$ cat config.mk
export PLATFORM = sky130hd
export DESIGN_NAME = lsu_bus_bridge_flat
export DESIGN_NICKNAME = d
export VERILOG_FILES = /design/src/rtl/lsu_bus_bridge_if.sv /design/src/rtl/lsu_bus_bridge.sv /design/src/flat_wrapper.sv
export SDC_FILE = /design/constraint.sdc
export NUM_CORES = 1
export LEC_CHECK = 0
export BUFFER_PORTS_ARGS = -buffer_cell sky130_fd_sc_hd__buf_2
export CAP_MARGIN = 20
export CELL_PAD_IN_SITES_DETAIL_PLACEMENT = 0
export CELL_PAD_IN_SITES_GLOBAL_PLACEMENT = 1
export CORE_UTILIZATION = 31
export DETAILED_ROUTE_END_ITERATION = 12
export PLACE_DENSITY = 0.83
export SYNTH_ARGS = -nofsm -noshare
export SYNTH_HDL_FRONTEND = slang
export SYNTH_SLANG_ARGS = --single-unit
$ cat constraint.sdc
create_clock -name clk -period 1.5 [get_ports clk]
set_clock_uncertainty 0.2 [all_clocks]
set_input_delay 0.3 -clock clk [delete_from_list [all_inputs] [get_ports clk]]
set_output_delay 0.3 -clock clk [all_outputs]
set_load 0.03 [all_outputs]
$ cat src/rtl/lsu_bus_bridge_if.sv
// -----------------------------------------------------------------------------
// lsu_bus_bridge_if
// Bus-side signal bundle of the LSU bus bridge: a valid/ready request channel
// and a separate response strobe channel, plus the sticky posted-write error.
//   master : the bridge (drives the request fields, receives the responses)
//   slave  : the data bus / memory
// Parameters: DATA_WIDTH (bits, multiple of 8), ADDR_WIDTH (bits).
// -----------------------------------------------------------------------------
interface lsu_bus_bridge_if #(
    parameter int DATA_WIDTH = 32,
    parameter int ADDR_WIDTH = 32
) ();
    logic                      bus_req_valid_o;
    logic                      bus_req_ready_i;
    logic                      bus_we_o;
    logic [ADDR_WIDTH-1:0]     bus_addr_o;
    logic [DATA_WIDTH-1:0]     bus_wdata_o;
    logic [DATA_WIDTH/8-1:0]   bus_be_o;
    logic                      bus_rsp_valid_i;
    logic [DATA_WIDTH-1:0]     bus_rsp_rdata_i;
    logic                      bus_rsp_err_i;
    logic                      bus_werr_o;

    modport master (
        output bus_req_valid_o, bus_we_o, bus_addr_o, bus_wdata_o, bus_be_o, bus_werr_o,
        input  bus_req_ready_i, bus_rsp_valid_i, bus_rsp_rdata_i, bus_rsp_err_i
    );

    modport slave (
        input  bus_req_valid_o, bus_we_o, bus_addr_o, bus_wdata_o, bus_be_o, bus_werr_o,
        output bus_req_ready_i, bus_rsp_valid_i, bus_rsp_rdata_i, bus_rsp_err_i
    );
endinterface

$ cat src/rtl/lsu_bus_bridge.sv
// -----------------------------------------------------------------------------
// lsu_bus_bridge
// Turns the core LSU's single-cycle data-memory request into one valid/ready
// bus transaction, stalls the core until the response (or a timeout) arrives,
// then pulses core_rvalid_o for one cycle with read data and an error flag.
//
// Ports
//   clk, rst            : clock, synchronous active-high reset
//   core_req_i/we/addr/wdata/be : core request, held while core_stall_o=1
//   core_stall_o        : core must hold its request
//   core_rvalid_o       : one-cycle completion strobe
//   core_rdata_o/err_o  : load data / error, held until the next completion
//   bus (master)        : request channel, response channel, bus_werr_o
//
// Optional feature: define LSU_BRIDGE_POSTED_WRITE_EN to complete stores at
// bus acceptance and consume their response in the background; a failing
// posted write sets the sticky bus_werr_o. Without it bus_werr_o is 0.
// -----------------------------------------------------------------------------
module lsu_bus_bridge #(
    parameter int DATA_WIDTH     = 32,
    parameter int ADDR_WIDTH     = 32,
    parameter int TIMEOUT_CYCLES = 255
) (
    input  logic                    clk,
    input  logic                    rst,
    input  logic                    core_req_i,
    input  logic                    core_we_i,
    input  logic [ADDR_WIDTH-1:0]   core_addr_i,
    input  logic [DATA_WIDTH-1:0]   core_wdata_i,
    input  logic [DATA_WIDTH/8-1:0] core_be_i,
    output logic                    core_stall_o,
    output logic                    core_rvalid_o,
    output logic [DATA_WIDTH-1:0]   core_rdata_o,
    output logic                    core_err_o,
    lsu_bus_bridge_if.master        bus
);
    localparam int BE_WIDTH  = DATA_WIDTH / 8;
    localparam int CNT_WIDTH = $clog2(TIMEOUT_CYCLES + 1);
    localparam logic [CNT_WIDTH-1:0] CNT_MAX  = CNT_WIDTH'(TIMEOUT_CYCLES);
    localparam logic [CNT_WIDTH-1:0] CNT_LAST = CNT_WIDTH'(TIMEOUT_CYCLES - 1);

    typedef enum logic [1:0] {
        ST_IDLE     = 2'd0,
        ST_REQ      = 2'd1,
        ST_WAIT_RSP = 2'd2,
        ST_DONE     = 2'd3
    } state_t;

    state_t                  state_r;
    state_t                  state_s;
    logic                    req_we_r;
    logic [ADDR_WIDTH-1:0]   req_addr_r;
    logic [DATA_WIDTH-1:0]   req_wdata_r;
    logic [BE_WIDTH-1:0]     req_be_r;
    logic [CNT_WIDTH-1:0]    cnt_r;
    logic [DATA_WIDTH-1:0]   rdata_r;
    logic                    err_r;
    logic                    stall_s;
    logic                    valid_s;
    logic                    timeout_s;
    logic                    req_fire_s;
    logic                    wpend_s;
    logic                    posted_store_s;

`ifdef LSU_BRIDGE_POSTED_WRITE_EN
    logic wpend_r;
    logic werr_r;

    assign wpend_s        = wpend_r;
    assign posted_store_s = req_we_r;
    assign bus.bus_werr_o = werr_r;

    // Posted-write bookkeeping: the write response may arrive in any state.
    always_ff @(posedge clk) begin
        if (rst) begin
            wpend_r <= 1'b0;
            werr_r  <= 1'b0;
        end else if (wpend_r && bus.bus_rsp_valid_i) begin
            wpend_r <= 1'b0;
            werr_r  <= werr_r | bus.bus_rsp_err_i;
        end else if (req_fire_s && req_we_r) begin
            wpend_r <= 1'b1;
        end
    end
`else
    assign wpend_s        = 1'b0;
    assign posted_store_s = 1'b0;
    assign bus.bus_werr_o = 1'b0;
`endif

    assign req_fire_s = valid_s & bus.bus_req_ready_i;

    // State register.
    always_ff @(posedge clk) begin
        if (rst) begin
            state_r <= ST_IDLE;
        end else begin
            state_r <= state_s;
        end
    end

    // Next state, stall and request-valid decode.
    always_comb begin
        state_s   = state_r;
        stall_s   = 1'b0;
        valid_s   = 1'b0;
        timeout_s = 1'b0;
        case (state_r)
            ST_IDLE: begin
                if (core_req_i) begin
                    stall_s = 1'b1;
                    state_s = ST_REQ;
                end else begin
                    state_s = ST_IDLE;
                end
            end
            ST_REQ: begin
                stall_s = 1'b1;
                // A new request waits with valid low while a posted write is open.
                valid_s = ~wpend_s;
                if (valid_s && bus.bus_req_ready_i) begin
                    state_s = posted_store_s ? ST_DONE : ST_WAIT_RSP;
                end else begin
                    state_s = ST_REQ;
                end
            end
            ST_WAIT_RSP: begin
                stall_s = 1'b1;
                // A response in the last allowed cycle beats the timeout.
                if (bus.bus_rsp_valid_i) begin
                    state_s = ST_DONE;
                end else if (cnt_r >= CNT_LAST) begin
                    timeout_s = 1'b1;
                    state_s   = ST_DONE;
                end else begin
                    state_s = ST_WAIT_RSP;
                end
            end
            ST_DONE: begin
                state_s = ST_IDLE;
            end
            default: begin
                state_s = ST_IDLE;
            end
        endcase
    end

    // Request latch, timeout counter and completion data.
    always_ff @(posedge clk) begin
        if (rst) begin
            req_we_r    <= 1'b0;
            req_addr_r  <= {ADDR_WIDTH{1'b0}};
            req_wdata_r <= {DATA_WIDTH{1'b0}};
            req_be_r    <= {BE_WIDTH{1'b0}};
            cnt_r       <= {CNT_WIDTH{1'b0}};
            rdata_r     <= {DATA_WIDTH{1'b0}};
            err_r       <= 1'b0;
        end else begin
            if (state_r == ST_IDLE && core_req_i) begin
                req_we_r    <= core_we_i;
                req_addr_r  <= core_addr_i;
                req_wdata_r <= core_wdata_i;
                req_be_r    <= core_be_i;
            end
            if (state_r == ST_REQ && req_fire_s) begin
                cnt_r <= {CNT_WIDTH{1'b0}};
            end else if (state_r == ST_WAIT_RSP && !bus.bus_rsp_valid_i && cnt_r != CNT_MAX) begin
                cnt_r <= cnt_r + CNT_WIDTH'(1);
            end
            if (state_r == ST_WAIT_RSP && bus.bus_rsp_valid_i) begin
                rdata_r <= req_we_r ? {DATA_WIDTH{1'b0}} : bus.bus_rsp_rdata_i;
                err_r   <= bus.bus_rsp_err_i;
            end else if (timeout_s) begin
                rdata_r <= {DATA_WIDTH{1'b0}};
                err_r   <= 1'b1;
            end else if (state_r == ST_REQ && req_fire_s && posted_store_s) begin
                rdata_r <= {DATA_WIDTH{1'b0}};
                err_r   <= 1'b0;
            end
        end
    end

    assign core_stall_o        = stall_s;
    assign core_rvalid_o       = (state_r == ST_DONE);
    assign core_rdata_o        = rdata_r;
    assign core_err_o          = err_r;
    assign bus.bus_req_valid_o = valid_s;
    assign bus.bus_we_o        = req_we_r;
    assign bus.bus_addr_o      = req_addr_r;
    assign bus.bus_wdata_o     = req_wdata_r;
    assign bus.bus_be_o        = req_be_r;
endmodule

$ cat src/flat_wrapper.sv
// flat-port wrapper written by rule: the top's interface ports become plain ports
module lsu_bus_bridge_flat 
#(
    parameter int DATA_WIDTH     = 32,
    parameter int ADDR_WIDTH     = 32,
    parameter int TIMEOUT_CYCLES = 255
)
  (clk, rst, core_req_i, core_we_i, core_addr_i, core_wdata_i, core_be_i, core_stall_o, core_rvalid_o, core_rdata_o, core_err_o, bus_bus_req_valid_o, bus_bus_we_o, bus_bus_addr_o, bus_bus_wdata_o, bus_bus_be_o, bus_bus_werr_o, bus_bus_req_ready_i, bus_bus_rsp_valid_i, bus_bus_rsp_rdata_i, bus_bus_rsp_err_i);
  lsu_bus_bridge_if #(.DATA_WIDTH(DATA_WIDTH), .ADDR_WIDTH(ADDR_WIDTH)) bus_i ();
  input  logic clk;
  input  logic rst;
  input  logic core_req_i;
  input  logic core_we_i;
  input  logic [ADDR_WIDTH-1:0] core_addr_i;
  input  logic [DATA_WIDTH-1:0] core_wdata_i;
  input  logic [DATA_WIDTH/8-1:0] core_be_i;
  output logic core_stall_o;
  output logic core_rvalid_o;
  output logic [DATA_WIDTH-1:0] core_rdata_o;
  output logic core_err_o;
  output wire logic [$bits(bus_i.bus_req_valid_o)-1:0] bus_bus_req_valid_o;
  output wire logic [$bits(bus_i.bus_we_o)-1:0] bus_bus_we_o;
  output wire logic [$bits(bus_i.bus_addr_o)-1:0] bus_bus_addr_o;
  output wire logic [$bits(bus_i.bus_wdata_o)-1:0] bus_bus_wdata_o;
  output wire logic [$bits(bus_i.bus_be_o)-1:0] bus_bus_be_o;
  output wire logic [$bits(bus_i.bus_werr_o)-1:0] bus_bus_werr_o;
  input wire logic [$bits(bus_i.bus_req_ready_i)-1:0] bus_bus_req_ready_i;
  input wire logic [$bits(bus_i.bus_rsp_valid_i)-1:0] bus_bus_rsp_valid_i;
  input wire logic [$bits(bus_i.bus_rsp_rdata_i)-1:0] bus_bus_rsp_rdata_i;
  input wire logic [$bits(bus_i.bus_rsp_err_i)-1:0] bus_bus_rsp_err_i;
  assign bus_bus_req_valid_o = bus_i.bus_req_valid_o;
  assign bus_bus_we_o = bus_i.bus_we_o;
  assign bus_bus_addr_o = bus_i.bus_addr_o;
  assign bus_bus_wdata_o = bus_i.bus_wdata_o;
  assign bus_bus_be_o = bus_i.bus_be_o;
  assign bus_bus_werr_o = bus_i.bus_werr_o;
  assign bus_i.bus_req_ready_i = bus_bus_req_ready_i;
  assign bus_i.bus_rsp_valid_i = bus_bus_rsp_valid_i;
  assign bus_i.bus_rsp_rdata_i = bus_bus_rsp_rdata_i;
  assign bus_i.bus_rsp_err_i = bus_bus_rsp_err_i;
  lsu_bus_bridge #(.DATA_WIDTH(DATA_WIDTH), .ADDR_WIDTH(ADDR_WIDTH), .TIMEOUT_CYCLES(TIMEOUT_CYCLES)) u_core (.clk(clk), .rst(rst), .core_req_i(core_req_i), .core_we_i(core_we_i), .core_addr_i(core_addr_i), .core_wdata_i(core_wdata_i), .core_be_i(core_be_i), .core_stall_o(core_stall_o), .core_rvalid_o(core_rvalid_o), .core_rdata_o(core_rdata_o), .core_err_o(core_err_o), .bus(bus_i));
endmodule
* After elaboration in Yosys (flattened, before gate mapping)
Cells that the tools add are included.
Word-level totals: register bits 112, input port bits 107, output and inout port bits 106, word-level logic and storage cells 41
Cells by class: add/subtract/negate cells 1, $lt $le $gt $ge 1, equality and inequality tests 4, multiplexer cells 16, bitwise logic cells 1, reduce and logical (&&, ||, !) cells 10
Operator list (count):
- 2-to-1 mux 32 bit | 3
- 2-to-1 mux 1 bit | 9
- adder 8 x 1 -> 8 bit, second input constant | 1
- >= comparator 8 bit, second input constant | 1
- inequality test 8 bit, second input constant | 1
- case mux 2 bit (4 select lines) | 1
- logical AND 1 bit | 5
- equality test 2 bit, second input constant | 2
- 2-to-1 mux 2 bit | 2
- OR reduction 2 bit | 2
- equality test 2 x 1 -> 1 bit, second input constant | 1
- logical NOT 2 bit | 1
- case mux 1 bit (2 select lines) | 1
- nonzero test 2 bit | 1
- AND 1 bit | 1
- logical NOT 1 bit | 1

* Longest topological paths before layout
depth in word-level cells 6, gate-level depth with buffers 7

* Worst setup path before layout
OpenSTA, ideal clock, no wires.
path type reg-to-output, start point register u_core.state_r[0], end point output port core_stall_o, arrival 1.503 ns, slack -0.503 ns, cell stages (with the launch flop) 8, buffers on the path 2, cell sequence dfxtp_1 inv_1 ha_1 and2_1 clkbuf_1 buf_2 nor2_1 nor2_1
On the way: cells in the longest elaborated chain, start to end 3, elaborated cells between the ends (all ways) 5, classes of those cells 2 x eq/ne; 1 x mux; 2 x reduce/logical
RTL lines:
- from (decl) | RTL line lsu_bus_bridge.sv:49 | state_t state_r;
- from (signal assigned) | RTL line lsu_bus_bridge.sv:98 | state_r <= state_s;
- equality test 2 bit or equality test 2 x 1 -> 1 bit (tied branches) | RTL line lsu_bus_bridge.sv:108 | case (state_r)
- OR reduction 2 bit (no line)
- case mux 1 bit (2 select lines) * | RTL line lsu_bus_bridge.sv:108
- to (decl) | RTL line flat_wrapper.sv:17 | output logic core_stall_o;
Mark *: on every way between the ends. The rest lies on a longest branch, timed or not.

==> flow_summary.toml <==
[clock_network]
cts_sinks = 112
insertion_delay_ns = 0.36
cts_made_buffers = 9
cts_tree = "built"
htreeDepth = 3
clockBufferDepth = 2
cts_root_buffer = "clkbuf_16"
clk_pin_slew_ns = 0.08

[routing]
routedWlPerCell_um = 16.6
wl_met3_mm = 1.07
wl_met2_mm = 9.36
first_pass_iters = 4
final_antenna_net_count = 0
highest_layer = "met4"
drt_wl_total_mm = 18.3
drcViolationCount = 0
vias = 5390
vias_per_cell = 4.90
drt_iter0_markers = 353
wl_met1_mm = 7.37

[final_layout]
final_nets = 999
fin_util_pct = 59.1
areaGrowthSynthToFinish_pct = 84.7
drive_gt1_share_pct = 54.3
num_antenna_cells = 0
fin_cells = 1101

[setup_path]
path_buf_inv = 2
crit_slowest_cell = "dfxtp_2"
crit_path_end_kind = "output port"
crit_fanout = 2
crit_family = "flip-flops"
required_ns = 1.00
arrival_ns = 1.32
rr_worst_depth = 9
critical_path_cell_count = 6
crit_type = "reg2out"
cp_common_cell = "nor2_4"
cpPeakStageDelay_ns = 0.34
crit_chain = "inv_2 -> ha_4 -> and2_4 -> nor2_4 -> nor2_4 -> buf_6"
cp-start-kind = "register"

[floorplanning]
fp.dieW_um = 128
start_util_pct = 32.0
coreArea_um2 = 15300
fp.dieH_um = 128
die_area_um2 = 16300
num_rows = 45
ios = 213

[placed_design]
io_buffers = 211
placed_cells_incl_taps = 973
hpwl_mm = 8.91
finalWeightedCongestion = 0.758

[sta]
finalCriticalPeriod_ns = 1.82
finalCritPeriodShare_pct = 121
fmax_ghz = 0.551
drv_slew = 0
finalWorstSetupSlack_ns = -0.315
tns_ns = -14.89
rsz0062_at_grt = "yes"
finalHoldViolCount = 0
finalSetupViolCount = 114

[global_route]
grt_usage_pct = 19.2
grt_pass1_vias = 4991
antenna_found_initial = 0
grt_max_degree = 58
grt_overflow = 0
grt_pass1_wl_mm = 24.9

[synthesis]
synth_area_per_cell_um2 = 8.63
ys.flop_type = "dfxtp_1"
yosys-top-cells-count = "nand2_1 (148), dfxtp_1 (112), a21oi_1 (74)"
synth_edf_count = 0
synth.most_common_cell = "nand2_1"
ys_ff_latch = 112
postSynthCellCount = 568
synth_top_cell_by_area = "dfxtp_1"
synth_area_leaders = "dfxtp_1 (46%), nand2_1 (11%), o22ai_2 (7.7%), a21oi_1 (7.6%), nand3b_1 (4.9%)"
syn_area_um2 = 4900
yosysUniqueCellTypes = 39
synth-async-reset-ratio_pct = 0
synth_top_area_share_pct = 45.8
synth_warnings = 0
synthesis.nets = 682
ys_seq_area_share_pct = 45.8

[status]
failed_checks = "negative setup slack"
status = "finished with violations"

[worst_hold_path]
hold_path_depth = 3
hp-class = "in2reg"

[power_and_ir_drop]
ir_drop_v = 0.000587
power.density_nw_per_um2 = 851
p_leak_nw = 3.84

[flow_run]
maxCapViolCount = 0
==> cell families (layout without fill, tap and decap cells) <==
family	after synthesis	in the layout	share of synthesized area [%]
multiplexers	2	2	0.409
AND/OR/NAND/NOR	237	238	24.0
AO/OA/AOI/OAI	151	151	21.5
buffers and inverters	58	379	6.44
other	1	1	0.0765
adder cells (fa/ha/maj)	7	7	1.79
flip-flops	112	112	45.8
==> worst register-to-register path: stages (launching register included) <==
cell and delay (ns):
dfxtp_2 0.33, buf_6 0.11, buf_6 0.11, ha_4 0.16
buf_12 0.14, buf_12 0.13, buf_16 0.14, nor2b_4 0.13
a31oi_4 0.05, o22ai_2 0.17
==> layout by cell type, fill, tap and decap left out, types with 3 or more instances in the layout <==
cell	Yosys	final
a21oi_1	74	57
a21oi_2	0	15
a31oi_1	35	8
a31oi_2	0	12
a31oi_4	0	15
and3_4	2	3
and4b_1	4	3
buf_12	3	15
buf_16	0	8
buf_2	18	203
buf_4	3	27
buf_6	2	18
buf_8	0	3
clkbuf_16	0	18
clkbuf_4	0	4
dfxtp_1	112	107
dfxtp_2	0	5
dlygate4sd3_1	0	69
ha_4	0	4
inv_2	1	3
nand2_1	148	105
nand2_2	0	28
nand2_4	0	14
nand3_1	3	3
nand3b_1	32	32
nor2b_1	34	4
nor2b_4	0	29
o22ai_2	30	31
==> cell type report <==
cell class              count  area, um2
inverters                   7       28.8
clock inverters             4       51.3
multi-input cells         399       3280
well taps                 211        264
repair buffers            356       2930
clock buffers              12        246
flip-flops and latches    112       2250
fillers                  1264       6270
==> sequential cells by signal (all words and copies together) (netlist names), named ones only <==
| register | flops |
|---|---|
| u_core.bus.bus_addr_o | 32 |
| u_core.bus.bus_wdata_o | 32 |
| u_core.core_rdata_o | 32 |
| u_core.cnt_r | 8 |
| u_core.bus.bus_be_o | 4 |
| u_core.bus.bus_we_o | 1 |
| u_core.core_err_o | 1 |
| u_core.state_r | 1 |
==> repair_timing <==
| action | CTS | global route |
|---|---|---|
| gates cloned | 9 | 15 |
| pin swaps | 20 | 25 |
| gates resized for setup | 99 | 159 |
| hold endpoints to repair | 69 | 0 |
| hold buffers | 69 | 0 |
| endpoints found under the setup margin | 114 | 118 |
| buffers inserted | 16 | 7 |
==> where the power goes <==
part           switching, mW  internal [mW]  leakage, nW
Sequential            0.0798           3.13        0.916
Combinational           1.14          0.891         2.78
Clock                   1.11           1.35        0.143
==> routing by layer <==
metal	track usage [%]	vias up
met5	0	-
met4	7.89	0
met3	4.42	32
met2	33.7	200
met1	22.5	2552
li1	-	2606
==> stage by stage <==
| step | hold slack, ns | power, mW | instance area, um2 | setup WS, ns |
|---|---|---|---|---|
| finish | 0.0433 | 7.70 | 9050 | -0.315 |
| global route | 0.0448 | 8.01 | 9050 | -0.377 |
| CTS | 0.0297 | 7.33 | 8170 | -0.337 |
| detailed placement | 0.243 | 4.55 | 6310 | -0.157 |
| global placement | 0.238 | 4.54 | 6310 | -0.124 |
| floorplan | 0.236 | 4.08 | 4950 | -0.129 |
==> path summary, 6_finish.rpt <==
path	slack (ns)	from	endpoint
max	-0.32	register	core_stall_o
min	0.04	bus_bus_rsp_err_i	u_core.core_err_o$_SDFFE_PP0P_
max reg2reg	-0.26	register	u_core.core_rdata_o[10]$_SDFFE_PP0P_
min reg2reg	0.25	u_core.bus.bus_wdata_o[8]$_SDFFE_PP0P_	u_core.bus.bus_wdata_o[8]$_SDFFE_PP0P_
(Power assumes the default switching activity.)
